===== config.mk =====
export PLATFORM = sky130hd
export DESIGN_NAME = cisr_row_decoder
export DESIGN_NICKNAME = d
export VERILOG_FILES = /design/src/rtl/cisr_row_decoder.sv
export SDC_FILE = /design/constraint.sdc
export NUM_CORES = 2
export LEC_CHECK = 0
export ABC_AREA = 0
export CAP_MARGIN = 0
export CELL_PAD_IN_SITES_DETAIL_PLACEMENT = 1
export CELL_PAD_IN_SITES_GLOBAL_PLACEMENT = 1
export CORE_UTILIZATION = 40
export CTS_CLUSTER_SIZE = 30
export DETAILED_ROUTE_END_ITERATION = 10
export GPL_ROUTABILITY_DRIVEN = 0
export PLACE_DENSITY = 0.7
export RECOVER_POWER = 100
export SLEW_MARGIN = 20
export SYNTH_ARGS = -nofsm -noshare
export SYNTH_HDL_FRONTEND = slang
export SYNTH_SLANG_ARGS = --single-unit

===== constraint.sdc =====
create_clock -name clk -period 13.15 [get_ports clk]
set_input_delay 3.2875 -clock clk [delete_from_list [all_inputs] [get_ports clk]]
set_output_delay 3.2875 -clock clk [all_outputs]
set_load 0.02 [all_outputs]

===== src/rtl/cisr_row_decoder.sv =====
// cisr_row_decoder: buffers CISR row lengths and value/index beats, assigns
// row IDs in CISR order. Define CISR_ROW_STATS_EN for zero_rows/pad_slots.
module cisr_row_decoder #(
    parameter int NUM_CHANNELS   = 4,
    parameter int LEN_FIFO_DEPTH = 8,
    parameter int VI_FIFO_DEPTH  = 4,
    parameter int ROW_ID_W       = 32
) (
    input  logic                             clk,
    input  logic                             rst_l,
    input  logic [NUM_CHANNELS*32-1:0]       row_lengths,
    input  logic                             len_rdy,
    input  logic                             len_done,
    input  logic [NUM_CHANNELS*32-1:0]       values,
    input  logic [NUM_CHANNELS*32-1:0]       column_indices,
    input  logic                             vi_rdy,
    input  logic                             out_ready,
    output logic                             out_valid,
    output logic [NUM_CHANNELS*32-1:0]       out_values,
    output logic [NUM_CHANNELS*32-1:0]       out_col_indices,
    output logic [NUM_CHANNELS*ROW_ID_W-1:0] out_row_ids,
    output logic [NUM_CHANNELS-1:0]          out_slot_valid,
    output logic [NUM_CHANNELS-1:0]          out_row_last,
    output logic                             len_overflow,
    output logic                             vi_overflow,
`ifdef CISR_ROW_STATS_EN
    output logic [31:0]                      zero_rows,
    output logic [31:0]                      pad_slots,
`endif
    output logic                             done
);
    localparam int LA = $clog2(LEN_FIFO_DEPTH);
    localparam int VA = $clog2(VI_FIFO_DEPTH);
    localparam int CW = NUM_CHANNELS * 32;
    localparam int VW = 2 * CW;
    localparam logic [ROW_ID_W-1:0] ID_ONE = 1;
    localparam logic [LA:0]         LP_ONE = 1;
    localparam logic [VA:0]         VP_ONE = 1;

    typedef enum logic [1:0] {IDLE, RUN, DRAIN, FINISHED} state_t;
    state_t state;

    logic [31:0]             len_mem [NUM_CHANNELS][LEN_FIFO_DEPTH];
    logic [LA:0]             len_wp [NUM_CHANNELS];
    logic [LA:0]             len_rp [NUM_CHANNELS];
    logic [31:0]             len_head [NUM_CHANNELS];
    logic [NUM_CHANNELS-1:0] len_empty;
    logic [NUM_CHANNELS-1:0] len_full;

    logic [VW-1:0]           vi_mem [VI_FIFO_DEPTH];
    logic [VA:0]             vi_wp;
    logic [VA:0]             vi_rp;
    logic [VW-1:0]           vi_head;
    logic                    vi_empty;
    logic                    vi_full;

    logic [31:0]             remain [NUM_CHANNELS];
    logic [ROW_ID_W-1:0]     cur_id [NUM_CHANNELS];
    logic [ROW_ID_W-1:0]     next_row_id;
    logic                    len_seen;

    logic                    live;
    logic                    len_push;
    logic                    vi_push;
    logic                    fire;
    logic                    stall;
    logic                    drained;
    logic [NUM_CHANNELS-1:0] busy;
    logic [NUM_CHANNELS-1:0] ch_ok;
    logic [NUM_CHANNELS-1:0] fetch;
    logic [ROW_ID_W-1:0]     fetch_id [NUM_CHANNELS];
    logic [ROW_ID_W-1:0]     fetch_cnt;

    always_comb begin
        for (int c = 0; c < NUM_CHANNELS; c++) begin
            len_empty[c] = len_wp[c] == len_rp[c];
            len_full[c]  = (len_wp[c][LA] != len_rp[c][LA]) &&
                           (len_wp[c][LA-1:0] == len_rp[c][LA-1:0]);
            len_head[c]  = len_mem[c][len_rp[c][LA-1:0]];
            busy[c]      = remain[c] != 32'd0;
            // an idle channel is padding only once no more lengths can come
            ch_ok[c]     = busy[c] || (len_empty[c] && len_seen);
        end
    end

    assign vi_empty = vi_wp == vi_rp;
    assign vi_full  = (vi_wp[VA] != vi_rp[VA]) &&
                      (vi_wp[VA-1:0] == vi_rp[VA-1:0]);
    assign vi_head  = vi_mem[vi_rp[VA-1:0]];

    assign live      = state != FINISHED;
    assign len_push  = live && len_rdy && !(|len_full);
    assign vi_push   = live && vi_rdy && !vi_full;
    assign out_valid = !vi_empty && (&ch_ok);
    assign fire      = out_valid && out_ready;
    assign stall     = out_valid && !out_ready;
    assign drained   = (&len_empty) && vi_empty &&
                       !(|busy) && !out_valid;

    // lower channels take lower IDs within a cycle
    always_comb begin
        fetch_cnt = '0;
        for (int c = 0; c < NUM_CHANNELS; c++) begin
            fetch[c]    = !busy[c] && !len_empty[c] && !stall;
            fetch_id[c] = next_row_id + fetch_cnt;
            if (fetch[c]) fetch_cnt = fetch_cnt + ID_ONE;
        end
    end

    always_comb begin
        out_values      = '0;
        out_col_indices = '0;
        out_row_ids     = '0;
        out_slot_valid  = '0;
        out_row_last    = '0;
        if (out_valid) begin
            out_values      = vi_head[VW-1:CW];
            out_col_indices = vi_head[CW-1:0];
            for (int c = 0; c < NUM_CHANNELS; c++) begin
                if (busy[c]) begin
                    out_slot_valid[c] = 1'b1;
                    out_row_last[c]   = remain[c] == 32'd1;
                    out_row_ids[c*ROW_ID_W +: ROW_ID_W] = cur_id[c];
                end
            end
        end
    end

    always_ff @(posedge clk) begin
        if (len_push) begin
            for (int c = 0; c < NUM_CHANNELS; c++)
                len_mem[c][len_wp[c][LA-1:0]] <= row_lengths[c*32 +: 32];
        end
        if (vi_push)
            vi_mem[vi_wp[VA-1:0]] <= {values, column_indices};
    end

    always_ff @(posedge clk) begin
        if (!rst_l) begin
            state        <= IDLE;
            len_seen     <= 1'b0;
            len_overflow <= 1'b0;
            vi_overflow  <= 1'b0;
            done         <= 1'b0;
            next_row_id  <= '0;
            vi_wp        <= '0;
            vi_rp        <= '0;
            for (int c = 0; c < NUM_CHANNELS; c++) begin
                len_wp[c] <= '0;
                len_rp[c] <= '0;
                remain[c] <= '0;
                cur_id[c] <= '0;
            end
        end else begin
            if (live && len_rdy && (|len_full)) len_overflow <= 1'b1;
            if (live && vi_rdy && vi_full) vi_overflow <= 1'b1;
            if (vi_push) vi_wp <= vi_wp + VP_ONE;
            if (fire) vi_rp <= vi_rp + VP_ONE;
            for (int c = 0; c < NUM_CHANNELS; c++) begin
                if (len_push) len_wp[c] <= len_wp[c] + LP_ONE;
                if (fetch[c]) begin
                    len_rp[c] <= len_rp[c] + LP_ONE;
                    remain[c] <= len_head[c];
                    if (len_head[c] != 32'd0) cur_id[c] <= fetch_id[c];
                end else if (fire && busy[c]) begin
                    remain[c] <= remain[c] - 32'd1;
                end
            end
            next_row_id <= next_row_id + fetch_cnt;
            if (live && len_done) len_seen <= 1'b1;
            unique case (state)
                IDLE:     if (len_rdy || vi_rdy) state <= RUN;
                RUN:      if (len_seen) state <= DRAIN;
                DRAIN: begin
                    if (drained) begin
                        state <= FINISHED;
                        done  <= 1'b1;
                    end
                end
                FINISHED: done <= 1'b1;
                default:  state <= IDLE;
            endcase
        end
    end

`ifdef CISR_ROW_STATS_EN
    logic [31:0] zero_inc;
    logic [31:0] pad_inc;

    function automatic logic [31:0] sat_add(input logic [31:0] a,
                                            input logic [31:0] b);
        logic [32:0] s;
        s = {1'b0, a} + {1'b0, b};
        return s[32] ? '1 : s[31:0];
    endfunction

    always_comb begin
        zero_inc = '0;
        pad_inc  = '0;
        for (int c = 0; c < NUM_CHANNELS; c++) begin
            if (fetch[c] && len_head[c] == 32'd0) zero_inc = zero_inc + 32'd1;
            if (fire && !busy[c]) pad_inc = pad_inc + 32'd1;
        end
    end

    always_ff @(posedge clk) begin
        if (!rst_l) begin
            zero_rows <= '0;
            pad_slots <= '0;
        end else begin
            zero_rows <= sat_add(zero_rows, zero_inc);
            pad_slots <= sat_add(pad_slots, pad_inc);
        end
    end
`endif

endmodule

---- Word level (Yosys, flattened, before mapping) ----
Memory sizes are Yosys's and may differ from the RTL's. A register that Yosys moved wholly into a read port is not among the register bits.
Cells that the tools add are included.
storage, ports and cells
  register bits after elaboration ......... 44
  bits in writable memories ............... 2336
  input bits .............................. 390
  output and inout bits ................... 396
  word-level logic and storage cells ...... 299
  memories kept ........................... 6
cells by class
  $add $sub $neg .......................... 21
  order comparisons ....................... 12
  eq/ne operators ......................... 26
  multiplexer cells ....................... 123
  bitwise logic cells ..................... 28
  reduce and logical (&&, ||, !) cells .... 75
memories
  name     depth  bits a word  read ports  clocked after Yosys merged registers in  wr ports  line  RTL
  len_mem  4      256          4           0                                        4         43    logic [31:0] len_mem [NUM_CHANNELS][LEN_FIFO_DEPTH];
  vi_mem   4      256          1           1                                        1         50    logic [VW-1:0] vi_mem [VI_FIFO_DEPTH];
  cur_id   4      32           4           0                                        4         58    logic [ROW_ID_W-1:0] cur_id [NUM_CHANNELS];
  remain   4      32           4           0                                        4         57    logic [31:0] remain [NUM_CHANNELS];
  len_rp   4      4            4           0                                        4         45    logic [LA:0] len_rp [NUM_CHANNELS];
  len_wp   4      4            4           0                                        4         44    logic [LA:0] len_wp [NUM_CHANNELS];
operators with widths
  cell                                                                           count
  256-bit 2-to-1 mux                                                             4
  32-bit 2-to-1 mux                                                              31
  32-bit binary-select mux with 3-bit select                                     4
  32-bit demux with 3-bit select                                                 4
  128-bit 2-to-1 mux                                                             3
  32-bit nonzero test                                                            8
  32-bit adder                                                                   4
  32-bit by 1-bit == test with 1-bit output (second input constant)              4
  32-bit by 1-bit subtractor with 32-bit output (second input constant)          4
  32-bit by 1-bit adder with 32-bit output (second input constant)               3
  1-bit 2-to-1 mux                                                               60
  4-bit 2-to-1 mux                                                               10
  1-bit logical AND                                                              38
  4-bit by 1-bit adder with 4-bit output (second input constant)                 8
  4-bit greater-or-equal comparator (second input constant)                      8
  3-bit NOT with 4-bit output                                                    8
  1-bit bitwise OR                                                               20
  4-bit == test                                                                  4
  4-bit by 1-bit less-than comparator with 1-bit output (second input constant)  4
  3-bit == test                                                                  5
  1-bit zero test                                                                15
  4-bit AND reduction                                                            3
  2-bit 2-to-1 mux                                                               5
  2-bit != test (second input constant)                                          4
  other kinds (13)                                                               24

---- Longest topological paths before layout ----
An unclocked memory read counts as a cell.
  depth in word-level cells ............... 17
  gate-level depth with buffers ........... 23
  depth with buffers taken out ............ 21

---- Worst setup path before layout ----
Ideal clock, no wire load.
  path kind ............................... input -> register
  start ................................... in vi_rdy
  end ..................................... mem vi_mem[3][0] (netlist bit), enable pin
  setup time .............................. 0.651 ns
  data arrival time ....................... 9.533 ns
  data required time ...................... 12.499 ns
  setup slack ............................. 2.966 ns
  stages on the path ...................... 3
  buffers on the path ..................... 0
  cells stage by stage .................... nand2_1 a21oi_1 and2_1
between the ends
  longest elaborated chain between the ends .. 4
RTL lines
  element                                 line  RTL
  start: declaration                      16    input logic vi_rdy,
  1-bit logical AND (2 in series)         93    assign vi_push = live && vi_rdy && !vi_full;
  1-bit 2-to-1 mux                        134   if (vi_push)
  1-bit 2-to-1 mux (not written as such)  135   vi_mem[vi_wp[VA-1:0]] <= {values, column_indices};
  end: declaration                        50
Every way passes these cells.

---- Worst setup path after layout ----
  start ................................... in vi_rdy
  end ..................................... mem vi_mem[3][80] (netlist bit), enable pin
The elaborated chain is that of the path after synthesis.

==> load_flow_metrics.sql <==
INSERT INTO impl_metrics (metric_group, metric, value, unit) VALUES
('die', 'initial_core_util', '0.4027', ''),
('hold_path', 'hold-path-endpoint', 'state[1]', ''),
('clocking', 'cts_root_buffer', 'sky130_fd_sc_hd__clkbuf_16', ''),
('routing', 'routed_vias_inst', '5.562', ''),
('critical_path', 'worst_setup_path_start_kind', 'primary input', ''),
('clocking', 'cts.clk_slew.worst_paths', '0.06', 'ns'),
('critical_path', 'critPathCaptureType', 'flip-flop', ''),
('sta', 'fmax', '97.99', 'MHz'),
('power_and_ir_drop', 'vdd_ir_drop_max', '0.0001270', 'V'),
('yosys', 'syn-cell-area', '97950', 'sq um'),
('clocking', 'clock_latency', '0.90', 'ns'),
('power_and_ir_drop', 'power.density', '172.7', 'nW/um^2'),
('critical_path', 'ff2ff_setup_slack', '5.43', 'ns'),
('hold_path', 'hold_crit_class', 'reg -> reg', ''),
('clocking', 'cts_buffer_depth', '3', ''),
('yosys', 'synth_largest_type_area_fraction', '0.7162', ''),
('hold_path', 'number_of_cells_traversed_by_the_worst_hold_path', '2', ''),
('clocking', 'post_cts_resize_count', '0', ''),
('yosys', 'synth_top_cell_by_area', 'sky130_fd_sc_hd__edfxtp_1', ''),
('routing', 'post_route_wl', '277200', 'um'),
('grt', 'grt_start_max_net_pins', '199', ''),
('yosys', 'synthesis.nets', '5858', ''),
('critical_path', 'crit_slowest_cell', 'sky130_fd_sc_hd__clkbuf_2', ''),
('hold_path', 'min_from', 'state[1]', ''),
('power_and_ir_drop', 'power_leakage', '37.65', 'nW'),
('critical_path', 'r2r.worst_path.cells', '6', ''),
('run', 'max_cap_violations', '63', ''),
('place', 'total_of_buffers_placed_on_input_and_output_ports', '785', ''),
('die', 'die-area', '246900', 'sq um'),
('grt', 'first_pass_grt_wire_length', '397800', 'um'),
('outcome', 'run_status', 'finished with violations', ''),
('grt', 'grt_pass1_vias', '55370', ''),
('sta', 'setup_repair_after_global_routing_missed_its_margin', 'no', ''),
('critical_path', 'crit-reg2reg-launch', 'state[0]', ''),
('die', 'placement_rows', '181', ''),
('critical_path', 'worst_ep_arrival_time', '10.59', 'ns'),
('sta', 'setup_viol_count_final', '0', ''),
('clocking', 'number_of_clock_sinks', '2382', ''),
('layout', 'syn_to_final_growth', '19.82', '%'),
('sta', 'final_period_minus_worst_setup_slack', '10.20', 'ns'),
('layout', 'layout.area.seq', '71080', 'sq um'),
('clocking', 'number_of_levels_in_the_clock_h_tree', '4', ''),
('die', 'die_width', '496.8', 'um'),
('routing', 'number_of_search_and_repair_iterations_in_the_first_detailed_routing_pass', '6', ''),
('grt', 'initial_antenna_violation_count', '163', ''),
('critical_path', 'critical-path-max-stage-delay', '3.11', 'ns'),
('yosys', 'synth_seq_cells', '2382', ''),
('place', 'post_detail_place_hpwl', '189300', 'um'),
('yosys', 'yosysSeqAreaShare', '0.7256', ''),
('routing', 'drtIter0Drc', '4600', ''),
('sta', 'finalMaxSlewViolations', '2529', ''),
('critical_path', 'path_cells', 'dlygate4sd3_1, nand2_1, a21oi_1, and2_0, clkbuf_2', ''),
('routing', 'antenna_left', '0', ''),
('die', 'core_region_area', '243200', 'sq um'),
('yosys', 'post_synth_main_area_contributors', 'sky130_fd_sc_hd__edfxtp_1 (72%), sky130_fd_sc_hd__mux4_2 (11%), sky130_fd_sc_hd__and2_1 (2.0%)', ''),
('sta', 'final_clock_period_utilization_by_the_worst_path', '0.7760', ''),
('sta', 'setup_total_negative_slack', '0', 'ns'),
('clocking', 'tritoncts', 'built', ''),
('die', 'die_height', '496.8', 'um'),
('place', 'numPlacedInstances', '9212', ''),
('routing', 'wl_per_cell', '28.50', 'um'),
('outcome', 'failed_checks', 'capacitance limit, slew limit', ''),
('yosys', 'synth-main-ff-cell', 'sky130_fd_sc_hd__edfxtp_1', ''),
('layout', 'area_occupied_by_multi_input_gates', '25520', 'sq um'),
('yosys', 'ys_types', '79', ''),
('layout', 'final-instance-count-excl-fill', '9726', ''),
('clocking', 'post_cts_hold_buffer_count', '0', ''),
('layout', 'layout.nets', '6686', ''),
('layout', 'nFillCells', '22720', ''),
('yosys', 'netlist_instances', '5427', ''),
('sta', 'hold_viol', '0', '');
-- cell families (layout without fill, tap and decap cells) --
logic type | after synthesis | after routing | share of synthesized area
DFF | 2382 | 2382 | 0.7256
other | 1 | 64 | 0.00003829
muxes | 664 | 664 | 0.1308
AOI/OAI and AO/OA | 320 | 320 | 0.02101
adders and majority gates | 41 | 41 | 0.005391
buffers and inverters | 340 | 1374 | 0.01429
xor gates and xnor gates | 267 | 267 | 0.02387
and+or+nand+nor | 1412 | 1412 | 0.07903
-- synthesized netlist by cell type, types with 6 or more instances --
cell	count
sky130_fd_sc_hd__a2111oi_0	6
sky130_fd_sc_hd__a211oi_1	10
sky130_fd_sc_hd__a21oi_1	48
sky130_fd_sc_hd__a22oi_1	13
sky130_fd_sc_hd__a31oi_1	6
sky130_fd_sc_hd__and2_1	319
sky130_fd_sc_hd__and2_4	20
sky130_fd_sc_hd__and3_1	119
sky130_fd_sc_hd__and4_1	8
sky130_fd_sc_hd__buf_1	33
sky130_fd_sc_hd__buf_2	66
sky130_fd_sc_hd__clkbuf_1	202
sky130_fd_sc_hd__dfxtp_1	46
sky130_fd_sc_hd__edfxtp_1	2336
sky130_fd_sc_hd__ha_1	39
sky130_fd_sc_hd__inv_1	29
sky130_fd_sc_hd__mux2_2	17
sky130_fd_sc_hd__mux2i_1	156
sky130_fd_sc_hd__mux4_2	491
sky130_fd_sc_hd__nand2_1	140
sky130_fd_sc_hd__nand2b_1	30
sky130_fd_sc_hd__nand3_1	48
sky130_fd_sc_hd__nand3b_1	9
sky130_fd_sc_hd__nand4_1	40
sky130_fd_sc_hd__nor2_1	309
sky130_fd_sc_hd__nor2b_1	17
sky130_fd_sc_hd__nor3_1	148
sky130_fd_sc_hd__nor3b_1	36
sky130_fd_sc_hd__nor4_1	66
sky130_fd_sc_hd__nor4b_1	6
sky130_fd_sc_hd__o21ai_0	45
sky130_fd_sc_hd__o22ai_1	130
sky130_fd_sc_hd__o31ai_1	8
sky130_fd_sc_hd__or2_2	9
sky130_fd_sc_hd__or3_1	27
sky130_fd_sc_hd__or4_1	35
sky130_fd_sc_hd__xnor2_1	150
sky130_fd_sc_hd__xor2_1	117
-- worst max-delay path, delay by kind of cell --
| family | cells | cell delay [ns] |
|---|---|---|
| and+or+nand+nor | 2 | 2.62 |
| AOI/OAI and AO/OA | 1 | 0.41 |
| buffers and inverters | 2 | 3.96 |
-- report_power, final --
group	internal [mW]	switching [mW]	total (mW)
logic	1.65	2.42	4.07
clock network	3.93	2.95	6.88
registers	9.06	0.261	9.32
total	14.6	5.63	20.3
-- registers in the layout (all words and copies together) (netlist names), 2 cells and up, named ones only --
signal	cells
vi_rp	3
len_mem	1024
vi_mem	1024
cur_id	128
len_wp	16
next_row_id	32
len_rp	16
state	2
vi_wp	3
remain	128
-- through the flow --
stage | hold slack, ns | utilization | worst slack [ns] | area [sq um]
floorplan | 0.4677 | - | 2.966 | 97950
global placement | 0.4784 | 0.4508 | 5.315 | 109700
detailed placement | 0.5077 | 0.4509 | 5.086 | 109700
CTS | 0.5161 | 0.4837 | 4.124 | 117600
global route | 0.5447 | 0.4819 | 2.299 | 117200
finish | 0.5070 | 0.4825 | 2.945 | 117400
-- metal layers --
metal  track usage  share of wire  routed length (um)  vias up
li1              -              -                   -    23390
met1        0.2849           0.40              110400    28210
met2        0.3771           0.50              139000     1918
met3       0.03978          0.065               17900      520
met4       0.06937          0.034                9498       58
met5             0         0.0014                 398        -
-- final cells by class --
class                   count  share of cell area
flip-flops and latches   2382              0.6056
multi-input cells        2705              0.2174
repair buffers            893             0.07236
clock buffers             302             0.05386
well taps                3202             0.03414
clock inverters           147             0.01417
diodes                     63            0.001343
inverters                  32            0.001087
-- worst max-delay path by stage --
stage,startpoint,to
global route,vi_rdy,vi_mem[3][217]
finish,vi_rdy,vi_mem[3][80]
CTS,len_rp[0][2],out_row_ids[88]
detailed placement,len_rp[0][2],out_row_ids[88]
floorplan,vi_rdy,vi_mem[3][0]
global placement,len_rp[0][2],out_row_ids[55]
-- cell usage in the layout, fill, tap and decap left out, drive strengths merged, types with 12 or more instances in the layout --
master         count
clkinv           106
or3               27
mux2              17
a22oi             13
nand4             40
mux2i            156
o21ai             50
and2             339
xor2             117
nor4              69
diode             63
inv               35
buf               46
nor2b             17
a21oi             48
ha                39
xnor2            150
nor3b             36
clkdlybuf4s50     29
nand2            141
or4               38
clkbuf           365
clkinvlp          12
nor3             149
nand3             48
o22ai            130
nor2             310
mux4             491
and3             119
dfxtp             46
nand2b            30
or2               12
bufinv            26
edfxtp          2336
dlygate4sd3      755
Note: power is estimated with default switching activity, not from simulation.
